## src/rtl/freq_comp_pkg.sv

```systemverilog
`default_nettype none
// ============================================================================
// Module : freq_comp_pkg
// Brief  : Shared state encoding and timing helpers for freq_window_comp.
// Rev    : 1.0  initial release
// ============================================================================
package freq_comp_pkg;

   typedef enum logic [1:0] {
      ST_IDLE    = 2'd0,
      ST_SETTLE  = 2'd1,
      ST_MEASURE = 2'd2,
      ST_COMPARE = 2'd3
   } state_t;

   // One result every settle + window + compare cycles while enabled.
   function automatic int result_period(input int settle_cyc, input int window_cyc);
      return settle_cyc + window_cyc + 1;
   endfunction

   localparam int RESULT_PERIOD_DEF = result_period(10, 40);

endpackage
`default_nettype wire

```

## src/rtl/sync_edge_det.sv

```systemverilog
`default_nettype none
// ============================================================================
// Module : sync_edge_det
// Brief  : Two-flop synchroniser plus history flop; one-cycle rising-edge pulse.
// Rev    : 1.0  initial release
// ============================================================================
module sync_edge_det (
   input  logic REF_Clk,
   input  logic Reset,
   input  logic i_async,
   output logic o_edge
);

   logic r_sync1;
   logic r_sync2;
   logic r_hist;

   always_ff @(posedge REF_Clk or posedge Reset) begin
      if (Reset) begin
         r_sync1 <= 1'b0;
         r_sync2 <= 1'b0;
         r_hist  <= 1'b0;
      end else begin
         r_sync1 <= i_async;
         r_sync2 <= r_sync1;
         r_hist  <= r_sync2;
      end
   end

   assign o_edge = r_sync2 & ~r_hist;

endmodule
`default_nettype wire

```

## src/rtl/freq_window_comp.sv

```systemverilog
`default_nettype none
// ============================================================================
// Module : freq_window_comp
// Brief  : Windowed DDS-versus-reference frequency comparator with lock detect.
// Rev    : 1.0  initial release
// ============================================================================
module freq_window_comp
   import freq_comp_pkg::*;
#(
   parameter int CNT_W      = 16,
   parameter int SETTLE_CYC = 10,
   parameter int WINDOW_CYC = 40,
   parameter int REF_DIV    = 4,
   parameter int TOL        = 1,
   parameter int LOCK_N     = 4
) (
   input  logic             REF_Clk,
   input  logic             Reset,
   input  logic             Enable,
   input  logic             DDS_Out,
   output logic             Slow,
   output logic             Fast,
   output logic             Locked,
   output logic             Valid,
   output logic [CNT_W-1:0] Ref_Count,
   output logic [CNT_W-1:0] Dds_Count
);

   localparam int c_period = result_period(SETTLE_CYC, WINDOW_CYC);
   localparam int c_tmr_w  = $clog2(c_period + 1);
   localparam int c_div_w  = (REF_DIV > 1) ? $clog2(REF_DIV) : 1;
   localparam int c_lock_w = $clog2(LOCK_N + 1);

   localparam logic [c_tmr_w-1:0]  c_settle_last = c_tmr_w'(SETTLE_CYC - 1);
   localparam logic [c_tmr_w-1:0]  c_window_last = c_tmr_w'(WINDOW_CYC - 1);
   localparam logic [c_div_w-1:0]  c_div_last    = c_div_w'(REF_DIV - 1);
   localparam logic [c_lock_w-1:0] c_lock_max    = c_lock_w'(LOCK_N);
   localparam logic [CNT_W:0]      c_tol         = (CNT_W + 1)'(TOL);

   if ((WINDOW_CYC >> CNT_W) != 0) begin : g_chk_window
      $error("freq_window_comp: WINDOW_CYC must be below 2**CNT_W");
   end
   if (REF_DIV < 1) begin : g_chk_div
      $error("freq_window_comp: REF_DIV must be at least 1");
   end
   if (LOCK_N < 1) begin : g_chk_lock
      $error("freq_window_comp: LOCK_N must be at least 1");
   end

   state_t              r_state;
   logic                r_arm;
   logic [c_tmr_w-1:0]  r_tmr;
   logic [c_div_w-1:0]  r_presc;
   logic [CNT_W-1:0]    r_ref_cnt;
   logic [CNT_W-1:0]    r_dds_cnt;
   logic [c_lock_w-1:0] r_lock_cnt;
   logic                r_slow;
   logic                r_fast;
   logic                r_locked;
   logic                r_valid;
   logic [CNT_W-1:0]    r_ref_out;
   logic [CNT_W-1:0]    r_dds_out;

   logic                w_edge;
   logic [CNT_W:0]      w_ref_ext;
   logic [CNT_W:0]      w_dds_ext;
   logic                w_slow;
   logic                w_fast;
   logic [c_lock_w-1:0] w_lock_next;

   sync_edge_det u_sync (
      .REF_Clk (REF_Clk),
      .Reset   (Reset),
      .i_async (DDS_Out),
      .o_edge  (w_edge)
   );

   // One extra bit keeps count+TOL from wrapping.
   assign w_ref_ext   = {1'b0, r_ref_cnt};
   assign w_dds_ext   = {1'b0, r_dds_cnt};
   assign w_slow      = (w_dds_ext + c_tol) < w_ref_ext;
   assign w_fast      = w_dds_ext > (w_ref_ext + c_tol);
   assign w_lock_next = (w_slow || w_fast)           ? '0 :
                        (r_lock_cnt == c_lock_max)   ? c_lock_max :
                                                       r_lock_cnt + c_lock_w'(1);

   always_ff @(posedge REF_Clk or posedge Reset) begin
      if (Reset) begin
         r_state    <= ST_IDLE;
         r_arm      <= 1'b0;
         r_tmr      <= '0;
         r_presc    <= '0;
         r_ref_cnt  <= '0;
         r_dds_cnt  <= '0;
         r_lock_cnt <= '0;
         r_slow     <= 1'b0;
         r_fast     <= 1'b0;
         r_locked   <= 1'b0;
         r_valid    <= 1'b0;
         r_ref_out  <= '0;
         r_dds_out  <= '0;
      end else begin
         r_valid <= 1'b0;
         if (r_state != ST_IDLE && !Enable) begin
            // Abandon the window; the partial counts are never reported.
            r_state    <= ST_IDLE;
            r_arm      <= 1'b0;
            r_tmr      <= '0;
            r_presc    <= '0;
            r_ref_cnt  <= '0;
            r_dds_cnt  <= '0;
            r_lock_cnt <= '0;
            r_slow     <= 1'b0;
            r_fast     <= 1'b0;
            r_locked   <= 1'b0;
         end else begin
            case (r_state)
               ST_IDLE: begin
                  r_tmr     <= '0;
                  r_presc   <= '0;
                  r_ref_cnt <= '0;
                  r_dds_cnt <= '0;
                  if (r_arm && Enable) begin
                     r_state <= ST_SETTLE;
                     r_arm   <= 1'b0;
                  end else begin
                     r_arm   <= Enable;
                  end
               end
               ST_SETTLE: begin
                  r_presc   <= '0;
                  r_ref_cnt <= '0;
                  r_dds_cnt <= '0;
                  if (r_tmr == c_settle_last) begin
                     r_tmr   <= '0;
                     r_state <= ST_MEASURE;
                  end else begin
                     r_tmr   <= r_tmr + c_tmr_w'(1);
                  end
               end
               ST_MEASURE: begin
                  if (r_presc == c_div_last) begin
                     r_presc   <= '0;
                     r_ref_cnt <= r_ref_cnt + CNT_W'(1);
                  end else begin
                     r_presc   <= r_presc + c_div_w'(1);
                  end
                  if (w_edge) begin
                     r_dds_cnt <= r_dds_cnt + CNT_W'(1);
                  end
                  if (r_tmr == c_window_last) begin
                     r_tmr   <= '0;
                     r_state <= ST_COMPARE;
                  end else begin
                     r_tmr   <= r_tmr + c_tmr_w'(1);
                  end
               end
               ST_COMPARE: begin
                  r_valid    <= 1'b1;
                  r_ref_out  <= r_ref_cnt;
                  r_dds_out  <= r_dds_cnt;
                  r_slow     <= w_slow;
                  r_fast     <= w_fast;
                  r_lock_cnt <= w_lock_next;
                  r_locked   <= (w_lock_next == c_lock_max);
                  r_tmr      <= '0;
                  r_presc    <= '0;
                  r_ref_cnt  <= '0;
                  r_dds_cnt  <= '0;
                  r_state    <= ST_SETTLE;
               end
               default: begin
                  r_state <= ST_IDLE;
               end
            endcase
         end
      end
   end

   assign Slow      = r_slow;
   assign Fast      = r_fast;
   assign Locked    = r_locked;
   assign Valid     = r_valid;
   assign Ref_Count = r_ref_out;
   assign Dds_Count = r_dds_out;

endmodule
`default_nettype wire

```

## config.mk

```make
export PLATFORM = sky130hd
export DESIGN_NAME = freq_window_comp
export DESIGN_NICKNAME = d
export VERILOG_FILES = /design/src/rtl/freq_comp_pkg.sv /design/src/rtl/sync_edge_det.sv /design/src/rtl/freq_window_comp.sv
export SDC_FILE = /design/constraint.sdc
export NUM_CORES = 1
export LEC_CHECK = 0
export BUFFER_PORTS_ARGS = -buffer_cell sky130_fd_sc_hd__buf_2
export CORE_ASPECT_RATIO = 1.2
export CORE_MARGIN = 4
export CORE_UTILIZATION = 50
export CTS_BUF_LIST = sky130_fd_sc_hd__clkbuf_4 sky130_fd_sc_hd__clkbuf_8
export DETAILED_ROUTE_END_ITERATION = 16
export GPL_ROUTABILITY_DRIVEN = 0
export GPL_TIMING_DRIVEN = 1
export PLACE_DENSITY = 0.68
export SLEW_MARGIN = 10
export SYNTH_ARGS = -nofsm -noshare
export SYNTH_HDL_FRONTEND = slang
export SYNTH_SLANG_ARGS = --single-unit
```

## constraint.sdc

```tcl
create_clock -name REF_Clk -period 3.3 [get_ports REF_Clk]
set_input_delay 0.165 -clock REF_Clk [delete_from_list [all_inputs] [get_ports REF_Clk]]
set_output_delay 0.165 -clock REF_Clk [all_outputs]
set_load 0.03 [all_outputs]
```

==> results.md <==
- CP dominant cell by count: nand3_1
- Final ANT Viol Nets: 0
- Slowest CP cell: nor4_2
- DP Area: 5270 um2
- VDD IR max: 0.000481 V
- Max-slew headroom: 42.8%
- Worst EP arrival: 3390 ps
- CP Capture Type: register
- Worst-Skew Late Latency: 360 ps
- DRC: 0
- Pre-CTS setup slack: 159 ps
- Root buf cell: clkbuf_8
- Leak pwr: 2.61 nW
- Measured slew at the worst slew-check pin: 857 ps
- Yosys top cell area share: 43.1%
- DIE HEIGHT: 117 um
- Hold WS: 145 ps
- Layout area overhead: 11.6%
- Deepest clock path buffer count: 2
- EDFF count, synth: 0
- Vias: 3,710
- Final wirelength: 10,500 um
- Delay-heaviest family, CP: simple AND/OR/NAND/NOR gates
- Final Util: 57.6%
- Area fraction in compound gates after synthesis: 8.36%
- Gr ovfl total: 0
- CTS tree: built
- Post-Synth XOR/XNOR Area: 10.6%
- CTS Buf Count: 9
- Worst Hold Class: input pin to register
- Ordered list of cells on the worst path: inv_1 > nor4_2 > nand3_1 > xnor2_1 > ha_1 > nand3_1 > nor3_1 > a2111oi_2 > o41ai_2 > nand2_1 > a32o_1
- Simple-gate share of the synthesized area: 21.9%
- Status: finished, final reports clean
- Antenna diodes: 0
- Largest cells by area after synthesis: dfrtp_1, ha_1, nand2_1
- Global-route usage over all layers: 19.3%
- Initial antenna violation count: 0
- Skew final: 9.02 ps
- Post-route clock period utilization: 93.9%
- Yosys reg bits: 85
- Final TNS setup: 0 ps
- Worst EP required: 3590 ps
- Area share of fa/ha/maj cells after synthesis: 10.9%
- Fin. Hold Viols: 0
- Post-synth ARST share: 100%
- Worst Path Max Fanout: 6
- Crit start category: register
- Max Slew Vio Count: 0
- I/O Buffers: 39
- Starting density of the core: 51.6%
- Tmin final: 3100 ps
- Vias/cell: 5.28
- Die area: 11,500 um2
- Max_cap viols: 0
- Drt wl/cell: 14.9 um
- CP peak stage delay: 580 ps
- I/O pin cnt: 40
- Fillers: 868
- Largest net degree at the start of global routing: 50
- Cells after Synth: 535
- Max Freq: 0.323 GHz
- Nets: 622
- Most used DFF post-synth: dfrtp_1
- Synth area leader: dfrtp_1
- H-tree depth reported by CTS: 3
- Detailed placement HPWL: 7900 um
- Post-Syn Area: 4940 um2
- PD cells: 416 nW/um2
- First DRT Iteration DRCs: 126
- WP buf/inv: 1
- Post-synthesis sequential area ratio: 43.1%
- Worst Setup Slack, final: 200 ps
- 1st-pass router iterations: 4
- Die W: 98.7 um
- Setup-violating endpoint count in the final report: 0
- Final instance area: 5510 um2
- Clock sink count: 85
- Post-Syn Nets: 582
- Synth Area per Inst: 9.23 um2
- Distinct cells, synth: 55
- Vias in the first global route: 3,682
- Syn. warnings: 0
- Largest family of logic cells by synthesized area: simple AND/OR/NAND/NOR gates
- First-pass GRT wire length: 17,800 um
- Worst-path clk slew: 80 ps
- Rows: 39
- Mux contribution to synthesized area: 0.203%
- Core Region: 9560 um2
- Share of layout cells above drive strength 1: 16.2%
- Critical path class: register to register
worst paths after layout:
check / from / slack [ps] / endpoint / cells after the start
worst max-delay path: r_ref_cnt[10] / 200 / r_lock_cnt[0] / 11
worst min-delay path: Enable / 140 / r_arm / 2
max in group asynchronous: Reset / 2030 / Dds_Count[15] / 4
min in group asynchronous: Reset / 490 / Valid / 3
worst max register to register: r_ref_cnt[10] / 200 / r_lock_cnt[0] / 11
worst min register to register: u_sync.r_sync1 / 350 / u_sync.r_sync2 / 0
logic make-up (layout without fill, tap and decap cells):
kind of cell    Yosys count  after routing
compound gates           68             68
flops                    85             85
fa+ha+maj                43             43
buf+inv                  55            100
xor+xnor                 60             60
simple gates            223            223
mux                       1              1
power breakdown:
| part | switching [mW] | internal, mW |
|---|---|---|
| Clock | 0.351 | 0.348 |
| Combinational | 0.310 | 0.144 |
| Sequential | 0.0442 | 1.09 |
sequential cells by signal (all words and copies together) (netlist names), 2 cells and up:
signal and flops:
Ref_Count 16, r_dds_cnt 16, r_lock_cnt 3, r_tmr 6
r_presc 2, r_state 2, Dds_Count 16, r_ref_cnt 16
stage by stage:
stage          cells  total power [mW]
4_1_cts          702              2.33
3_5_place_dp     684              1.62
6_report         703              2.29
5_1_grt          703              2.44
3_3_place_gp     684              1.60
2_1_floorplan    535              1.48
repair_timing:
| item | 4_1_cts | 5_1_grt |
|---|---|---|
| buffers inserted | 0 | 1 |
| hold buffers | 2 | 0 |
| setup endpoints to repair | 0 | 5 |
| resized for setup | 0 | 10 |
| hold endpoints to repair | 48 | 0 |
Yosys cell counts, types with 2 or more instances:
cell	n
a2111oi_0	2
a21o_1	2
a21oi_1	16
a32o_1	3
and2_1	2
and3_1	4
and3_2	2
and4_1	2
buf_4	2
clkbuf_1	18
clkinv_1	2
dfrtp_1	85
ha_1	43
inv_1	28
nand2_1	101
nand2b_1	5
nand3_1	24
nand3_2	2
nand4_1	7
nor2_1	42
nor2b_1	4
nor3_1	13
nor4_1	2
nor4_2	2
nor4_4	2
o211ai_1	2
o21ai_0	30
o21ai_1	2
or3_2	2
xnor2_1	43
xor2_1	17
layout by cell type (no fill, tap or decap), drive strengths merged, types with 3 or more instances in the layout:
cell type	netlist	layout
a21oi	16	16
dfrtp	85	85
nor2	43	43
nand2b	5	5
xnor2	43	43
xor2	17	17
o21ai	32	32
and2	3	3
a32o	3	3
nor2b	4	4
nor3	14	14
ha	43	43
and3	6	6
buf	4	52
nand2	101	101
nand4	7	7
a21o	3	3
nand3	27	27
or3	3	3
clkinv	2	4
nor4	6	6
inv	28	27
clkbuf	20	15
routing by layer:
metal / wire, um / GRT usage (%) / vias to the layer above
met5: 0 / 0 / -
met3: 391 / 4.27 / 12
li1: - / - / 1870
met2: 5180 / 33.1 / 62
met1: 4740 / 24.5 / 1766
met4: 151 / 6.28 / 0
layout make-up:
| type | instances | area (um2) | area share, % |
|---|---|---|---|
| multi-input cells | 395 | 2610 | 47.4 |
| well taps | 123 | 154 | 2.79 |
| clock buffers | 15 | 181 | 3.29 |
| inverters | 30 | 114 | 2.07 |
| clock inverters | 1 | 5.00 | 0.0908 |
| flip-flops and latches | 85 | 2130 | 38.7 |
| repair buffers | 54 | 313 | 5.68 |
(Power assumes the default switching activity.)
